### src/rtl/fetch_unit_pkg.sv
// Shared definitions for the instruction-fetch stage: fetch FSM state
// encodings, address width, reset PC default and the NOP word.
// Used by fetch_unit (top) and fetch_queue (FETCH_QUEUE_EN build only).

package fetch_unit_pkg;

    // Instruction address width (PC and imem address).
    localparam int ADDR_W = 16;

    // Default PC loaded on reset.
    localparam logic [ADDR_W-1:0] RESET_PC_DEFAULT = 16'h0000;

    // Value held in the instruction registers when nothing has been fetched.
    localparam logic [15:0] NOP_WORD = 16'h0000;

    // Fetch FSM states; the encoding is also the fetch_state debug output.
    typedef enum logic [1:0] {
        FS_IDLE   = 2'd0,
        FS_RUN    = 2'd1,
        FS_HALTED = 2'd2
    } fetch_state_t;

    // Sequential PC increment; wraps from 16'hFFFF to 16'h0000 silently.
    function automatic logic [ADDR_W-1:0] next_pc(input logic [ADDR_W-1:0] pc);
        return pc + 1'b1;
    endfunction

endpackage

### src/rtl/fetch_queue.sv
// Two-entry {pc, instr} prefetch FIFO used by fetch_unit when FETCH_QUEUE_EN
// is defined. Flush has priority over push/pop. A push while full and a pop
// while empty are ignored. The head reads as zero while the FIFO is empty so
// the outputs look like a freshly reset output register.

module fetch_queue
    import fetch_unit_pkg::*;
#(
    parameter int width = 16
) (
    input  logic              clk,
    input  logic              rst,
    input  logic              i_flush,
    input  logic              i_push,
    input  logic [ADDR_W-1:0] i_push_pc,
    input  logic [width-1:0]  i_push_instr,
    input  logic              i_pop,
    output logic [1:0]        o_count,
    output logic [ADDR_W-1:0] o_head_pc,
    output logic [width-1:0]  o_head_instr
);

    logic [ADDR_W-1:0] r_pc    [2];
    logic [width-1:0]  r_instr [2];
    logic              r_rd_ptr;
    logic              r_wr_ptr;
    logic [1:0]        r_count;

    logic              w_do_push;
    logic              w_do_pop;

    // Qualify requests against the current occupancy.
    always_comb begin
        w_do_push = i_push && (r_count != 2'd2);
        w_do_pop  = i_pop  && (r_count != 2'd0);
    end

    // Pointer and occupancy bookkeeping; flush empties both entries at once.
    always_ff @(posedge clk) begin
        if (rst || i_flush) begin
            r_rd_ptr <= 1'b0;
            r_wr_ptr <= 1'b0;
            r_count  <= 2'd0;
        end else begin
            if (w_do_push) begin
                r_wr_ptr <= ~r_wr_ptr;
            end
            if (w_do_pop) begin
                r_rd_ptr <= ~r_rd_ptr;
            end
            case ({w_do_push, w_do_pop})
                2'b10:   r_count <= r_count + 2'd1;
                2'b01:   r_count <= r_count - 2'd1;
                default: r_count <= r_count;
            endcase
        end
    end

    // Entry storage; written only on an accepted push, never on flush.
    always_ff @(posedge clk) begin
        if (rst) begin
            r_pc[0]    <= '0;
            r_pc[1]    <= '0;
            r_instr[0] <= width'(NOP_WORD);
            r_instr[1] <= width'(NOP_WORD);
        end else if (w_do_push && !i_flush) begin
            r_pc[r_wr_ptr]    <= i_push_pc;
            r_instr[r_wr_ptr] <= i_push_instr;
        end
    end

    // Head of the FIFO drives the decode-side outputs.
    always_comb begin
        o_count      = r_count;
        o_head_pc    = '0;
        o_head_instr = width'(NOP_WORD);
        if (r_count != 2'd0) begin
            o_head_pc    = r_pc[r_rd_ptr];
            o_head_instr = r_instr[r_rd_ptr];
        end
    end

endmodule

### src/rtl/fetch_unit.sv
// Instruction-fetch stage. Holds the PC, drives the combinational instruction
// memory address, captures the returned word with its PC and presents both to
// decode. Execute can redirect the PC or halt fetching.
//
// Build option FETCH_QUEUE_EN: when defined, a 2-entry prefetch FIFO
// (fetch_queue) replaces the single output register so that one decode stall
// costs no bubble. When undefined, a single output register is used.
//
// Handshake to decode: if_valid/if_instr/if_pc form a valid/ready source.
// An instruction transfers on a cycle where if_valid && id_ready. While
// if_valid && !id_ready the outputs stay stable; if_valid only drops without
// a transfer on a redirect (flush) or reset.

module fetch_unit
    import fetch_unit_pkg::*;
#(
    parameter int                width    = 16,
    parameter logic [ADDR_W-1:0] RESET_PC = RESET_PC_DEFAULT
) (
    input  logic              clk,
    input  logic              rst,
    output logic [ADDR_W-1:0] imem_add,
    input  logic [width-1:0]  imem_data,
    input  logic              redirect_valid,
    input  logic [ADDR_W-1:0] redirect_pc,
    input  logic              halt_req,
    output logic              if_valid,
    input  logic              id_ready,
    output logic [width-1:0]  if_instr,
    output logic [ADDR_W-1:0] if_pc,
    output logic [1:0]        fetch_state
);

    fetch_state_t      r_state;
    logic [ADDR_W-1:0] r_pc;

    // High on a cycle where imem_data is captured and the PC advances.
    logic              w_fetch;
    // Common fetch enable: running, no redirect, no halt request.
    logic              w_fetch_allowed;

    always_comb begin
        w_fetch_allowed = (r_state == FS_RUN) && !redirect_valid && !halt_req;
    end

    // Fetch FSM and PC. Redirect outranks everything but reset and is
    // honoured in every state; halt freezes the PC until a redirect.
    always_ff @(posedge clk) begin
        if (rst) begin
            r_state <= FS_IDLE;
            r_pc    <= RESET_PC;
        end else if (redirect_valid) begin
            r_state <= FS_RUN;
            r_pc    <= redirect_pc;
        end else begin
            case (r_state)
                FS_IDLE: begin
                    // Single bubble after reset before the first fetch.
                    r_state <= FS_RUN;
                end
                FS_RUN: begin
                    if (halt_req) begin
                        r_state <= FS_HALTED;
                    end else if (w_fetch) begin
                        r_pc <= next_pc(r_pc);
                    end
                end
                FS_HALTED: begin
                    r_state <= FS_HALTED;
                end
                default: begin
                    r_state <= FS_IDLE;
                end
            endcase
        end
    end

    assign imem_add    = r_pc;
    assign fetch_state = r_state;

`ifdef FETCH_QUEUE_EN

    logic [1:0]        w_count;
    logic              w_pop;
    logic [ADDR_W-1:0] w_head_pc;
    logic [width-1:0]  w_head_instr;

    // Fetch while there is room; a full FIFO blocks fetch even if the head
    // drains this cycle. Draining continues while halted.
    always_comb begin
        w_fetch = w_fetch_allowed && (w_count != 2'd2);
        w_pop   = id_ready && (w_count != 2'd0) && !redirect_valid;
    end

    fetch_queue #(
        .width (width)
    ) u_fetch_queue (
        .clk          (clk),
        .rst          (rst),
        .i_flush      (redirect_valid),
        .i_push       (w_fetch),
        .i_push_pc    (r_pc),
        .i_push_instr (imem_data),
        .i_pop        (w_pop),
        .o_count      (w_count),
        .o_head_pc    (w_head_pc),
        .o_head_instr (w_head_instr)
    );

    assign if_valid = (w_count != 2'd0);
    assign if_instr = w_head_instr;
    assign if_pc    = w_head_pc;

`else

    logic              r_if_valid;
    logic [width-1:0]  r_if_instr;
    logic [ADDR_W-1:0] r_if_pc;

    // The slot is free when empty or being consumed this cycle, so a stall
    // release refills in the same cycle with no bubble.
    always_comb begin
        w_fetch = w_fetch_allowed && (!r_if_valid || id_ready);
    end

    // Output register: flush on redirect, capture on fetch, otherwise clear
    // once decode takes the held instruction (covers halting).
    always_ff @(posedge clk) begin
        if (rst) begin
            r_if_valid <= 1'b0;
            r_if_instr <= width'(NOP_WORD);
            r_if_pc    <= '0;
        end else if (redirect_valid) begin
            r_if_valid <= 1'b0;
        end else if (w_fetch) begin
            r_if_valid <= 1'b1;
            r_if_instr <= imem_data;
            r_if_pc    <= r_pc;
        end else if (r_if_valid && id_ready) begin
            r_if_valid <= 1'b0;
        end
    end

    assign if_valid = r_if_valid;
    assign if_instr = r_if_instr;
    assign if_pc    = r_if_pc;

`endif

endmodule

### config.mk
export PLATFORM = sky130hd
export DESIGN_NAME = fetch_unit
export DESIGN_NICKNAME = d
export VERILOG_FILES = /design/src/rtl/fetch_unit_pkg.sv /design/src/rtl/fetch_queue.sv /design/src/rtl/fetch_unit.sv
export SDC_FILE = /design/constraint.sdc
export NUM_CORES = 1
export LEC_CHECK = 0
export CORE_ASPECT_RATIO = 1.25
export CORE_MARGIN = 2
export CORE_UTILIZATION = 39
export CTS_CLUSTER_SIZE = 28
export DETAILED_ROUTE_END_ITERATION = 12
export PLACE_DENSITY = 0.79
export SLEW_MARGIN = 20
export SYNTH_ARGS = -nofsm -noshare
export SYNTH_HDL_FRONTEND = slang
export SYNTH_SLANG_ARGS = --single-unit
### constraint.sdc
create_clock -name clk -period 1.79 [get_ports clk]
set_input_delay 0.358 -clock clk [delete_from_list [all_inputs] [get_ports clk]]
set_output_delay 0.358 -clock clk [all_outputs]
set_load 0.1 [all_outputs]
Word-level counts from Yosys, hierarchy flattened
Index checks and enable logic that the tools add are counted.
- add/subtract/negate cells: 1
- $mul: 0
- divide/modulo/power cells: 0
- magnitude comparators: 0
- eq/ne operators: 5
- shift-type cells: 0
- mux-type cells: 9
- bitwise gates (word level): 1
- reduce and logical (&&, ||, !) cells: 15
- operators by type and width (operator ; count):
    $mux W16 ; 4
    $add A16 B1 Y16 const B ; 1
    $pmux W2 S3 ; 1
    $reduce_bool A2 Y1 ; 3
    $logic_and A1 B1 Y1 ; 4
    $ne A2 B2 Y1 const B ; 2
    $logic_not A1 Y1 ; 3
    $mux W1 ; 3
    $ne A3 B3 Y1 const B ; 1
    $reduce_and A3 Y1 ; 1
    $eq A2 B1 Y1 const B ; 1
    $eq A2 B2 Y1 const B ; 1
    $logic_not A2 Y1 ; 1
    $mux W2 ; 1
    $reduce_and A2 Y1 ; 1
    $reduce_or A2 Y1 ; 1
    $logic_or A1 B1 Y1 ; 1
    $not A1 Y1 ; 1
- register bits: 51
- latch bits: 0
- RAM bits: 0
- bits in read-only memories: 0
- input port bits: 37
- output and inout port bits: 51
- logic and storage cells: 37
- memories kept: 0

Longest topological paths before layout
- word-level depth: 8
- mapped depth: 9
- gate-level depth less buffers: 6

Worst setup path after synthesis
OpenSTA, ideal clock, no wires.
- kind: flip-flop to flip-flop
- from: register r_pc[2], in the netlist imem_add[2]
- to: register r_pc[14], in the netlist imem_add[14]
- library setup time: 0.091 ns
- data arrival time: 2.591 ns
- data required time: 1.699 ns
- setup slack: -0.892 ns
- cell stages (with the launch flop): 6
- buffers on the path: 1
- period minus slack after synthesis: 2.682 ns
- cell sequence: dfxtp_1 -> and3_2 -> or3b_4 -> buf_6 -> or4_1 -> a311oi_1
- word-level cells in the longest chain between the ends: 5
- ends and longest elaborated chain (what ; RTL line ; source):
    start: declaration ; fetch_unit.sv:35 ; logic [ADDR_W-1:0] r_pc;
    start signal: assignment ; fetch_unit.sv:54 ; r_pc <= redirect_pc;
    start signal: assignment ; fetch_unit.sv:65 ; r_pc <= next_pc(r_pc);
    $add A16 B1 Y16 ; fetch_unit_pkg.sv:25 ; return pc + 1'b1;
    $mux W16 ; fetch_unit.sv:64 ; end else if (w_fetch) begin
    $mux W16 ; fetch_unit.sv:62 ; if (halt_req) begin
    $mux W16 ; fetch_unit.sv:56 ; case (r_state)
    $mux W16 ; fetch_unit.sv:52 ; end else if (redirect_valid) begin
Every way passes these cells. The select of a mux whose other input is x is not followed.
A chain may end at the register's enable or synchronous reset.

Worst setup path after layout
- from: register r_pc[2], in the netlist imem_add[2]
- to: register r_pc[13], in the netlist imem_add[13]
Same word-level chain as after synthesis.

==> out/qor.yml <==
finalPower_uw: 2860
rsz0062_at_grt: "yes"
critical_path_class: "register to register"
ys_seq_area_share_pct: 47.2
vias: 2274
finalCriticalPeriod_ps: 1770
via_per_inst: 5.19
min_period_over_period_pct: 98.8
power_density_mw_per_mm2: 717
synthTopCellsByArea: "dfxtp_1 (47%), nand2_1 (13%), a21oi_1 (7.4%), clkbuf_1 (3.1%), a311oi_1 (2.8%)"
layout.nets: 413
clk_pin_slew_ps: 90
htreeDepth: 2
diodes: 0
syn_nets: 311
placementRows: 30
fmax_mhz: 565
synthCells: 271
ir_worst_vdd_mv: 0.492
routed_wl_mm: 6.45
clkLatencyLatePin_ps: 310
stdcell_count: 438
mostFrequentLayoutCells: "nand2_1 (73), buf_12 (51), clkdlybuf4s50_1 (35)"
grt_usage_pct: 21.0
max_slew_margin_pct: 76.3
synth_area_per_cell_um2: 7.98
clock-sinks: 51
maxSlewViolCount: 0
grt_pass1_vias: 2209
worst_setup_path_start_kind: "register"
synth_warnings: 0
status: "finished clean"
drive_gt1_share_pct: 32.9
cts_tree: "done"
final_common_cell: "nand2_1"
final_util_pct: 73.8
ys_ff_latch: 51
p_leak_uw: 0.00148
place_hpwl_mm: 4.68
hold_path.class: "input port to register"
synth_top_area_share_pct: 47.2
arrival_ps: 1990
overflow: 0
drc_errors: 0
place_inst: 426
crit_path_max_fanout: 5
antenna_found_initial: 0
drtAntennaViolNets: 0
syn_area_mm2: 0.00216
grt_pass1_wl_mm: 10.2
start_util_pct: 40.0
worstPathRequired_ps: 2010
endpoint_kind: "register"
ios: 88
wire_per_inst_um: 14.7
hold_viol: 0
cts_buffer_depth: 2
fin_worst_skew_ps: 6.35
core_area_mm2: 0.00541
synth_cell_types: 38
syn_to_final_growth_pct: 84.4
first_pass_iters: 4
portBuffers: 87
yosysTopAreaCell: "dfxtp_1"
setup-violations-final: 0
cts_root_buffer: "clkbuf_8"
cts_buffers: 5
grt_max_degree: 21
die_w_um: 70.6
place_congestion: 0.840
maxCapViolCount: 0
first_iter_violations: 67
cts-hold-fix-buffers: 0
tightest_slew_ps: 355
die_h_um: 87.3
fp.dieArea_mm2: 0.00616
-- cells by family after synthesis --
logic type / share of synthesized area, %
and+or+nand+nor: 26.3
AOI/OAI and AO/OA: 16.5
DFF: 47.2
buffers and inverters: 4.86
xor gates and xnor gates: 2.02
muxes: 1.39
adders and majority gates: 1.74
-- through the flow --
step	hold slack [ps]	TNS, ps	area [um2]	setup slack (ps)
global placement	479	-4580	3800	-339
CTS	459	0	3930	6.97
global route	476	-201	3990	-68.0
floorplan	474	-816	2260	-217
detailed placement	485	-7540	3800	-465
finish	491	0	3990	21.5
-- state kept, by name, indices dropped and copies added, names as in the netlist --
signal       flops
imem_add        16
if_pc           16
fetch_state      2
if_valid         1
if_instr        16
-- power breakdown --
group	switching [uW]	internal (uW)	total, uW
combinational	532	346	878
sequential	61.5	1180	1240
clock	384	353	737
total	978	1880	2860
-- synthesized netlist by cell type --
| master | number |
|---|---|
| xor2_1 | 4 |
| nor2_1 | 15 |
| a21boi_0 | 1 |
| a211oi_1 | 5 |
| a311oi_1 | 7 |
| and3_2 | 1 |
| nor3b_1 | 3 |
| nand2_1 | 73 |
| a31oi_1 | 1 |
| mux2i_1 | 3 |
| clkbuf_1 | 18 |
| or4_1 | 3 |
| nand4_1 | 6 |
| nor4_1 | 2 |
| clkinv_1 | 1 |
| buf_6 | 1 |
| a21oi_1 | 32 |
| or3b_4 | 1 |
| or3_1 | 3 |
| and3_1 | 1 |
| nand2b_1 | 2 |
| xnor2_1 | 1 |
| and2_2 | 1 |
| or3_2 | 1 |
| o21ai_0 | 4 |
| a32oi_1 | 1 |
| a22oi_1 | 2 |
| dfxtp_1 | 51 |
| nor3_1 | 1 |
| and2_1 | 1 |
| o311ai_0 | 2 |
| nand3_1 | 8 |
| ha_1 | 3 |
| o31ai_1 | 3 |
| inv_1 | 6 |
| nor2b_1 | 1 |
| or4_2 | 1 |
| or2_2 | 1 |
-- path summary, 6_finish.rpt --
| path | start | endpoint | slack, ps | cells after the start |
|---|---|---|---|---|
| worst max-delay path | imem_add[2]$_SDFFE_PP0P_ | imem_add[13]$_SDFFE_PP0P_ | 20 | 4 |
| worst min-delay path | rst | fetch_state[0]$_SDFFE_PP0P_ | 490 | 3 |
| worst max register to register | imem_add[2]$_SDFFE_PP0P_ | imem_add[13]$_SDFFE_PP0P_ | 20 | 4 |
| worst min register to register | if_instr[10]$_SDFFE_PP0P_ | if_instr[10]$_SDFFE_PP0P_ | 500 | 2 |
-- metal layers --
metal | up-vias | global-route usage, % | wire [um] | part of all wire (%)
li1 | 1138 | - | - | -
met1 | 1051 | 24.0 | 2620 | 41
met2 | 75 | 38.6 | 3370 | 52
met3 | 10 | 4.51 | 329 | 5.1
met4 | 0 | 7.38 | 132 | 2.0
met5 | - | 0 | 0 | 0
-- worst max-delay path: stages, from the launching register on --
cell	delay [ps]
dfxtp_4	360
and3_4	200
or3b_4	420
or4_4	490
a311oi_2	200
-- layout make-up --
class | instances | area, um2
well taps | 64 | 80.1
repair buffers | 113 | 1580
fillers | 400 | 1420
multi-input cells | 195 | 1130
clock inverters | 1 | 6.26
clock buffers | 7 | 96.3
flip-flops and latches | 51 | 1070
inverters | 7 | 28.8
-- what timing repair did --
| action | in CTS | in global routing |
|---|---|---|
| hold endpoints to repair | 0 | 0 |
| pin swaps | 4 | 5 |
| resized for setup | 5 | 7 |
| buffers inserted | 1 | 2 |
| setup endpoints to repair | 4 | 7 |
| cloned | 0 | 1 |
(Power assumes the default switching activity.)
